`src/rtl/loteria_pkg.sv`:
```
// Shared definitions for the loteria_param lottery-ticket checker.
//   state_t        : controller state, also exported on the top-level debug port
//   DEF_DIGIT_W    : default bits per digit
//   DEF_MAX_DIGIT  : default largest legal digit value
//   tier_of()      : maps a match count to a prize tier
package loteria_pkg;

   typedef enum logic [1:0] {
      ENTRY  = 2'd0,
      CHECK  = 2'd1,
      RESULT = 2'd2
   } state_t;

   localparam int DEF_DIGIT_W   = 4;
   localparam int DEF_MAX_DIGIT = 9;

   // Only the top NUM_TIERS match counts pay out.
   // A full match always lands on the highest tier.
   function automatic int tier_of(input int m, input int nd, input int nt);
      if (m > nd - nt)
         return m - (nd - nt);
      else
         return 0;
   endfunction

endpackage

```
`src/rtl/loteria_param_edge_pulse.sv`:
```
// Rising-edge detector for a level input.
//   clk   : clock
//   reset : synchronous active-high reset, clears the history register
//   level : level input
//   pulse : high in the cycle where level is high and was low on the previous edge
// The pulse is combinational from the current level.
// The owner therefore acts on it at the same clock edge that samples the level.
module edge_pulse (
   input  logic clk,
   input  logic reset,
   input  logic level,
   output logic pulse
);

   logic level_q;

   always_ff @(posedge clk) begin
      if (reset)
         level_q <= 1'b0;
      else
         level_q <= level;
   end

   assign pulse = level & ~level_q;

endmodule

```
`src/rtl/loteria_param.sv`:
```
// Parametrised lottery-ticket checker.
// Digits are entered one per insert edge and the last digit can be undone.
// On a finish edge the secret is latched.
// Positional matches are then counted one digit per cycle and mapped to a prize tier.
//   clk, reset  : clock, synchronous active-high reset
//   num         : digit to insert
//   insert      : rising edge inserts num
//   undo        : rising edge removes the last digit
//   finish      : rising edge starts the check
//   secret      : winning number, digit i at [i*DIGIT_W +: DIGIT_W]
//   digits      : entered digits, same packing; digit 0 is the first inserted
//   count       : digits entered so far
//   reject      : one-cycle pulse on an illegal action
//   busy / done : high in CHECK / RESULT
//   match_count : positional matches, valid while done
//   prize, win  : prize tier and (prize != 0), valid while done
//   state_dbg   : current controller state (debug)
module loteria_param
   import loteria_pkg::*;
#(
   parameter  int NUM_DIGITS = 5,
   parameter  int DIGIT_W    = DEF_DIGIT_W,
   parameter  int MAX_DIGIT  = DEF_MAX_DIGIT,
   parameter  int NUM_TIERS  = 3,
   localparam int CW         = $clog2(NUM_DIGITS + 1),
   localparam int PW         = $clog2(NUM_TIERS + 1)
) (
   input  logic                          clk,
   input  logic                          reset,
   input  logic [DIGIT_W-1:0]            num,
   input  logic                          insert,
   input  logic                          undo,
   input  logic                          finish,
   input  logic [NUM_DIGITS*DIGIT_W-1:0] secret,
   output logic [NUM_DIGITS*DIGIT_W-1:0] digits,
   output logic [CW-1:0]                 count,
   output logic                          reject,
   output logic                          busy,
   output logic                          done,
   output logic [CW-1:0]                 match_count,
   output logic [PW-1:0]                 prize,
   output logic                          win,
   output logic [1:0]                    state_dbg
);

   localparam logic [CW-1:0]      ND_C   = CW'(NUM_DIGITS);
   localparam logic [CW-1:0]      LAST_C = CW'(NUM_DIGITS - 1);
   localparam logic [CW-1:0]      ONE_C  = CW'(1);
   localparam logic [DIGIT_W-1:0] MAX_C  = DIGIT_W'(MAX_DIGIT);

   state_t state, next_state;

   logic insert_ev, undo_ev, finish_ev;

   logic [NUM_DIGITS*DIGIT_W-1:0] digits_r, secret_r;
   logic [CW-1:0]                 count_r, idx_r, acc_r, match_r;
   logic [PW-1:0]                 prize_r;
   logic                          reject_r;

   logic          hit;
   logic [CW-1:0] acc_next;

   edge_pulse u_insert_edge (.clk(clk), .reset(reset), .level(insert), .pulse(insert_ev));
   edge_pulse u_undo_edge   (.clk(clk), .reset(reset), .level(undo),   .pulse(undo_ev));
   edge_pulse u_finish_edge (.clk(clk), .reset(reset), .level(finish), .pulse(finish_ev));

   // One positional compare per CHECK cycle.
   assign hit      = digits_r[idx_r*DIGIT_W +: DIGIT_W] == secret_r[idx_r*DIGIT_W +: DIGIT_W];
   assign acc_next = acc_r + CW'(hit);

   // State register
   always_ff @(posedge clk) begin
      if (reset)
         state <= ENTRY;
      else
         state <= next_state;
   end

   // Next-state logic
   always_comb begin
      next_state = state;
      case (state)
         ENTRY:   if (finish_ev && count_r == ND_C) next_state = CHECK;
         CHECK:   if (idx_r == LAST_C)              next_state = RESULT;
         RESULT:  if (insert_ev)                    next_state = ENTRY;
         default: next_state = ENTRY;
      endcase
   end

   // Datapath. Within ENTRY, finish outranks undo, which outranks insert.
   // A losing event is dropped without a reject.
   always_ff @(posedge clk) begin
      if (reset) begin
         digits_r <= '0;
         secret_r <= '0;
         count_r  <= '0;
         idx_r    <= '0;
         acc_r    <= '0;
         match_r  <= '0;
         prize_r  <= '0;
         reject_r <= 1'b0;
      end else begin
         reject_r <= 1'b0;
         case (state)
            ENTRY: begin
               if (finish_ev) begin
                  if (count_r == ND_C) begin
                     secret_r <= secret;
                     idx_r    <= '0;
                     acc_r    <= '0;
                  end else begin
                     reject_r <= 1'b1;
                  end
               end else if (undo_ev) begin
                  if (count_r == '0) begin
                     reject_r <= 1'b1;
                  end else begin
                     count_r <= count_r - ONE_C;
                     digits_r[(count_r - ONE_C)*DIGIT_W +: DIGIT_W] <= '0;
                  end
               end else if (insert_ev) begin
                  if (num > MAX_C || count_r == ND_C) begin
                     reject_r <= 1'b1;
                  end else begin
                     digits_r[count_r*DIGIT_W +: DIGIT_W] <= num;
                     count_r <= count_r + ONE_C;
                  end
               end
            end
            CHECK: begin
               acc_r <= acc_next;
               if (idx_r == LAST_C) begin
                  idx_r   <= '0;
                  match_r <= acc_next;
                  prize_r <= PW'(tier_of(int'(acc_next), NUM_DIGITS, NUM_TIERS));
               end else begin
                  idx_r <= idx_r + ONE_C;
               end
            end
            RESULT: begin
               // A new ticket starts here.
               // The same insert edge is treated as the first digit of the new ticket.
               if (insert_ev) begin
                  digits_r <= '0;
                  match_r  <= '0;
                  prize_r  <= '0;
                  if (num > MAX_C) begin
                     count_r  <= '0;
                     reject_r <= 1'b1;
                  end else begin
                     digits_r[0 +: DIGIT_W] <= num;
                     count_r <= ONE_C;
                  end
               end
            end
            default: ;
         endcase
      end
   end

   // Output logic
   always_comb begin
      busy = 1'b0;
      done = 1'b0;
      case (state)
         CHECK:   busy = 1'b1;
         RESULT:  done = 1'b1;
         default: ;
      endcase
      win = done & (prize_r != '0);
   end

   assign digits      = digits_r;
   assign count       = count_r;
   assign reject      = reject_r;
   assign match_count = match_r;
   assign prize       = prize_r;
   assign state_dbg   = state;

endmodule
```
`config.mk`:
```
export PLATFORM = sky130hd
export DESIGN_NAME = loteria_param
export DESIGN_NICKNAME = d
export VERILOG_FILES = /design/src/rtl/loteria_pkg.sv /design/src/rtl/loteria_param_edge_pulse.sv /design/src/rtl/loteria_param.sv
export SDC_FILE = /design/constraint.sdc
export NUM_CORES = 1
export LEC_CHECK = 0
export CELL_PAD_IN_SITES_DETAIL_PLACEMENT = 0
export CELL_PAD_IN_SITES_GLOBAL_PLACEMENT = 1
export CORE_UTILIZATION = 42
export CTS_BUF_LIST = sky130_fd_sc_hd__clkbuf_4 sky130_fd_sc_hd__clkbuf_8
export DETAILED_ROUTE_END_ITERATION = 10
export PLACE_DENSITY_LB_ADDON = 0.1
export RECOVER_POWER = 50
export SYNTH_ARGS = -nofsm -noshare
export SYNTH_HDL_FRONTEND = slang
export SYNTH_SLANG_ARGS = --single-unit
```
`constraint.sdc`:
```
create_clock -name clk -period 6.9 [get_ports clk]
set_input_delay 0.69 -clock clk [delete_from_list [all_inputs] [get_ports clk]]
set_output_delay 0.69 -clock clk [all_outputs]
set_load 0.05 [all_outputs]
```
# ---- Yosys cells after proc, flatten, opt, wreduce, memory -nomap -nowiden
# Cells that the tools add are included.
dict set report totals {
  reg_bits 60
  out_inout_bits 34
}
dict set report op_classes {
  n_addsub 8
  magnitude_cmp 2
  eq_ne 14
  n_shift 6
  muxes 44
  bitwise 7
  reduce_logical 13
}
# operator count
set ops {}
lappend ops {{two-way mux 20 bit} 6}
lappend ops {{variable shift 4 x 34 -> 20 bit (first input constant)} 2}
lappend ops {{bitwise mux 20 bit} 2}
lappend ops {{case mux 20 bit (2 select lines)} 1}
lappend ops {{indexed part select 20 x 6 -> 4 bit} 2}
lappend ops {{negator 32 -> 34 bit} 1}
lappend ops {{negator 5 -> 34 bit} 1}
lappend ops {{indexed part select 4 x 34 -> 20 bit} 1}
lappend ops {{indexed part select 4 x 34 -> 20 bit (first input constant)} 1}
lappend ops {{two-way mux 3 bit} 11}
lappend ops {{case mux 3 bit (2 select lines)} 4}
lappend ops {{!= test 2 bit (second input constant)} 6}
lappend ops {{AND reduction 3 bit} 4}
lappend ops {{two-way mux 1 bit} 11}
lappend ops {{two-way mux 2 bit} 5}
lappend ops {{nonzero test 2 bit} 4}
lappend ops {{adder 3 x 1 -> 3 bit (second input constant)} 2}
lappend ops {{equality test 3 bit (second input constant)} 2}
lappend ops {{!= test 3 x 2 -> 1 bit (second input constant)} 2}
lappend ops {{case mux 2 bit (3 select lines)} 1}
lappend ops {{AND reduction 6 bit} 1}
lappend ops {{AND 1 bit} 4}
lappend ops {{equality test 4 bit} 1}
lappend ops {{> comparator 4 bit (second input constant)} 1}
lappend ops {{16 further kinds} 18}

# ---- Depth between registers and ports, before layout
dict set report logic_depth {
  depth_word 8
  mapped_depth 15
  depth_no_buf 13
}

# ---- Cells and area by module
# Synthesis repeated with hierarchy kept, for this count alone.
dict set report unflattened {
  hier_cells 380
  area_unflattened_um2 3189.3
}
# module n_inst cells_per_inst area_each_um2 seq_area_each_um2
set modules_own_cells {}
lappend modules_own_cells {loteria_param 1 371 3046.7 1141.1}
lappend modules_own_cells {edge_pulse 3 3 47.5 20.0}

# ---- Worst setup path after synthesis
# OpenSTA, ideal clock, no wires.
dict set report synth_path {
  path_type {register to register}
  startpoint {register count_r[0] (netlist: count[0])}
  endpoint {register digits_r[1] (netlist: digits[1])}
  arrival_ps 2551
  path_slack_ps 4279
  stages_incl_launch_ff 10
  n_path_buf 0
  synth_period_minus_slack_ps 2621
  cell_sequence {dfxtp_1 inv_1 ha_1 ha_1 or4b_1 mux2i_1 a21oi_1 nor2_4 nand3_1 a21oi_1}
}
dict set report synth_between {
  elab_chain_len 8
}
# item line_no
set synth_lines {}
lappend synth_lines {{start: declaration} loteria_param.sv:56} ;# logic [CW-1:0] count_r, idx_r, acc_r, match_r;
lappend synth_lines {{start signal: assignment} loteria_param.sv:118} ;# count_r <= count_r - ONE_C;
lappend synth_lines {{start signal: assignment} loteria_param.sv:126} ;# count_r <= count_r + ONE_C;
lappend synth_lines {{subtractor 3 x 1 -> 4 bit / negator 5 -> 34 bit (equally long branches)} {loteria_param.sv:119, loteria_param.sv:125}}
lappend synth_lines {{negator 32 -> 34 bit (tied with other cells)} loteria_param.sv:119} ;# digits_r[(count_r - ONE_C)*DIGIT_W +: DIGIT_W] <= '0;
lappend synth_lines {{indexed part select 4 x 34 -> 20 bit (tied with other cells)} loteria_param.sv:119}
lappend synth_lines {{bitwise mux 20 bit / two-way mux 20 bit (equally long branches)} {loteria_param.sv:119, loteria_param.sv:122}}
lappend synth_lines {{two-way mux 20 bit (on tied branches)} {loteria_param.sv:115, loteria_param.sv:121}}
lappend synth_lines {{two-way mux 20 bit} loteria_param.sv:114} ;# end else if (undo_ev) begin
lappend synth_lines {{two-way mux 20 bit} loteria_param.sv:106} ;# if (finish_ev) begin
lappend synth_lines {{case mux 20 bit (2 select lines)} loteria_param.sv:104} ;# case (state)
lappend synth_lines {{end signal: indexed assignment} loteria_param.sv:125} ;# digits_r[count_r*DIGIT_W +: DIGIT_W] <= num;
lappend synth_lines {{end signal: indexed assignment} loteria_param.sv:151} ;# digits_r[0 +: DIGIT_W] <= num;
lappend synth_lines {{end: declaration} loteria_param.sv:55} ;# logic [NUM_DIGITS*DIGIT_W-1:0] digits_r, secret_r;
# Parallel ways exist; a longest one is shown, timed or not. The select of a mux whose other input is x is not followed.
# A chain may end at the register's enable or synchronous reset.

# ---- Final worst setup path
dict set report layout_path {
  startpoint {register idx_r[0]}
  endpoint {register prize_r[1] (netlist: prize[1])}
}
dict set report layout_between {
  elab_chain_len 7
}
# item line_no
set layout_lines {}
lappend layout_lines {{start: declaration} loteria_param.sv:56}
lappend layout_lines {{start signal: assignment} loteria_param.sv:137} ;# idx_r <= idx_r + ONE_C;
lappend layout_lines {{indexed part select 20 x 6 -> 4 bit} loteria_param.sv:68} ;# assign hit = digits_r[idx_r*DIGIT_W +: DIGIT_W] == secret_r[idx_r*DIGIT_W +: DIGIT_W];
lappend layout_lines {{equality test 4 bit} loteria_param.sv:68}
lappend layout_lines {{adder 3 x 1 -> 3 bit} loteria_param.sv:69} ;# assign acc_next = acc_r + CW'(hit);
lappend layout_lines {{> comparator 3 x 2 -> 1 bit / subtractor 2 bit (equally long branches)} {loteria_pkg.sv:20, loteria_pkg.sv:21}}
lappend layout_lines {{two-way mux 2 bit} loteria_pkg.sv:20} ;# if (m > nd - nt)
lappend layout_lines {{two-way mux 2 bit} loteria_param.sv:132} ;# if (idx_r == LAST_C) begin
lappend layout_lines {{case mux 2 bit (2 select lines)} loteria_param.sv:104}
lappend layout_lines {{end signal: assignment} loteria_param.sv:135} ;# prize_r <= PW'(tier_of(int'(acc_next), NUM_DIGITS, NUM_TIERS));
lappend layout_lines {{end: declaration} loteria_param.sv:57} ;# logic [PW-1:0] prize_r;
# Parallel ways exist; a longest one is shown, timed or not. The select of a mux whose other input is x is not followed.

==> impl_metrics.json <==
{
  "wirelength_mm": 8.11,
  "finalPower_mw": 0.757,
  "final_common_cell": "nand2_1",
  "track_usage_pct": 21.9,
  "hold_viol": 0,
  "boundaryPins": 63,
  "worst-path-buf-inv": 1,
  "area.sequential_um2": 1200,
  "initial_core_util_pct": 43.5,
  "synth-main-ff-cell": "dfxtp_1",
  "synth_cell_types": 50,
  "slew_headroom_pct": -74.9,
  "synth_edf_count": 0,
  "dp_cells": 527,
  "num_rows": 31,
  "cp-end-kind": "flip-flop",
  "port_buffers": 62,
  "r2r_cells": 13,
  "netlist_instances": 386,
  "die_h_um": 88.9,
  "grt_pass1_wl_mm": 13.1,
  "holdBufCountCts": 0,
  "ctsResizeCount": 0,
  "worst_hold_slack_ps": 455,
  "fmax_mhz": 282,
  "grt_pass1_vias": 2662,
  "rr_endpoint": "prize[1]$_SDFFE_PP0P_",
  "clock_path_buffers": 2,
  "antenna_left": 0,
  "clk-insertion-delay-late_ps": 330,
  "htree_levels": 3,
  "critPathMaxFanout": 21,
  "ys_ff_latch": 60,
  "post-place-ws_ps": 3480,
  "design_area_um2": 3990,
  "hp-start": "secret_r[16]$_SDFFE_PP0P_",
  "antenna_found_initial": 0,
  "drt_iter0_drc": 103,
  "cp_top_family": "simple AND/OR/NAND/NOR gates",
  "finalSetupTns_ps": 0,
  "syn_area_per_cell_um2": 8.22,
  "critPathSlowestCell": "dfxtp_1",
  "fp.dieW_um": 88.9,
  "numClockSinks": 60,
  "slew_viol_final": 64,
  "cts_inserted_buffers": 9,
  "cts_setup_buffers": 0,
  "p_leak_nw": 1.46,
  "grt_remaining_overflow": 0,
  "first_pass_iters": 4,
  "maxCapViolCount": 1,
  "dp_hpwl_mm": 5.69,
  "finish.utilization_pct": 54.7,
  "clkTransAtPathRegs_ps": 70,
  "worst_slew_pin_slew_ps": 2620,
  "drc": 0,
  "wl_per_cell_um": 14.9,
  "critPathArrivalTime_ps": 3790,
  "period_minus_slack_ps": 3550,
  "netlist_area_um2": 3170,
  "multiInputGateArea_um2": 1820,
  "dieArea_um2": 7910,
  "slowest_delay_ps": 910,
  "async_flop_share_pct": 0,
  "via_per_inst": 5.33,
  "syn-num-nets": 424,
  "cts_tree": "done",
  "r2r_slack_ps": 3350,
  "holdPathEnd": "secret_r[16]$_SDFFE_PP0P_",
  "finalCritPeriodShare_pct": 51.4,
  "startpoint_type": "flip-flop",
  "synthToLayoutAreaGrowth_pct": 25.6,
  "layout-drive-gt1-share_pct": 6.31,
  "cp.required_ps": 7140,
  "nNetsFinal": 477,
  "p_per_area_nw_per_um2": 190,
  "cts_root_buffer": "clkbuf_8",
  "hold_path_depth": 2,
  "nFillCells": 750,
  "rsz0062_at_grt": "false",
  "coreArea_um2": 7290,
  "status": "complete, but fails checks",
  "gp_congestion": 0.820,
  "vias": 2894,
  "hold_path_class": "flip-flop to flip-flop",
  "layout_common_cells": "nand2_1, dfxtp_1, a21oi_1",
  "ir_drop_mv": 0.105,
  "violations": "max-capacitance violations, max-slew violations",
  "postPlaceCellArea_um2": 3820,
  "finClkSkew_ps": 8.83,
  "setup_viol": 0,
  "grt_max_degree": 64,
  "yosysWarnings": 0,
  "path_cells": "clkinv_1 -> nand2_1 -> a211oi_1 -> nor3_1 -> a211oi_1 -> nor4_1 -> ha_1 -> ha_1 -> xor2_1 -> nand2_1 -> nor2_1 -> a21oi_1 -> nor2_1",
  "yosysSeqAreaShare_pct": 37.8,
  "setup_ws_ps": 3350,
  "crit-reg2reg-launch": "idx_r[0]$_SDFFE_PP0P_",
  "criticalPathCategory": "flip-flop to flip-flop",
  "n_antenna_cell": 0,
  "instances_no_fill": 543
}
[final cells by class]
| type | count | share of cell area, % |
|---|---|---|
| repair buffers | 62 | 15.4 |
| well taps | 99 | 3.11 |
| clock buffers | 11 | 3.80 |
| clock inverters | 5 | 0.910 |
| flip-flops and latches | 60 | 30.1 |
| multi-input cells | 296 | 45.6 |
| inverters | 10 | 1.07 |
[how the worst max path moves through the flow]
stage	end	cells past startpoint	slack (ps)	from
2_1_floorplan	digits[1]$_SDFFE_PP0P_	9	4280	count[0]$_SDFFE_PP0P_
3_3_place_gp	prize[1]$_SDFFE_PP0P_	13	3600	idx_r[0]$_SDFFE_PP0P_
3_5_place_dp	prize[1]$_SDFFE_PP0P_	13	3480	idx_r[0]$_SDFFE_PP0P_
4_1_cts	prize[1]$_SDFFE_PP0P_	13	3370	idx_r[0]$_SDFFE_PP0P_
5_1_grt	prize[1]$_SDFFE_PP0P_	13	3000	idx_r[0]$_SDFFE_PP0P_
6_report	prize[1]$_SDFFE_PP0P_	13	3350	idx_r[0]$_SDFFE_PP0P_
[sequential cells by signal, summed over array words and instances (netlist names), 2 cells and up]
signal and flops:
secret_r 20, digits 20, acc_r 3, prize 2, state_dbg 2, count 3, idx_r 3, match_count 3
[synthesized netlist by cell type (all sizes together) (2+ instances only)]
cell type	instances	area, µm²
nand2b	18	113
nand3	9	45.0
nand2	69	259
nor4	5	37.5
a211oi	10	75.1
buf	9	51.3
nand4	2	12.5
xor2	3	26.3
xnor2	3	26.3
ha	8	100
clkbuf	11	41.3
mux2	8	105
o22ai	5	31.3
nor2b	18	113
a31oi	7	43.8
o21ai	12	71.3
nand3b	3	22.5
inv	9	38.8
nor2	30	125
a21oi	37	185
dfxtp	60	1200
mux2i	21	210
nor3	7	35.0
a22oi	4	30.0
nor3b	2	15.0
[metal layers]
metal / GRT usage [%] / up-vias / wire length [µm]
met1: 30.2 / 1390 / 3990
met2: 35.1 / 54 / 3750
met3: 3.88 / 6 / 295
li1: - / 1444 / -
met4: 6.64 / 0 / 73
met5: 0 / - / 0
[report_power, final]
| part | total (mW) | internal, mW | leakage, nW | switching, mW |
|---|---|---|---|---|
| combinational | 0.103 | 0.0438 | 0.887 | 0.0587 |
| sequential | 0.356 | 0.351 | 0.485 | 0.00538 |
| clock | 0.299 | 0.150 | 0.0876 | 0.149 |
[worst reg2reg max path: cells and delay by family, from the launching register on]
kind	cells	cell delay, ps
buf+inv	1	480
compound gates	3	210
simple gates	6	1160
xor+xnor	1	210
flops	1	910
fa+ha+maj	2	470
[kinds of logic after synthesis]
kind of cell               Yosys count  synth area share, %
DFF                                 60                 37.8
AOI/OAI and AO/OA                   83                 16.6
xor gates and xnor gates             6                 1.66
buffers and inverters               30                 4.26
muxes                               29                 9.93
and+or+nand+nor                    169                 26.0
adders and majority gates            9                 3.78
Power figures use the tool's default switching activity.
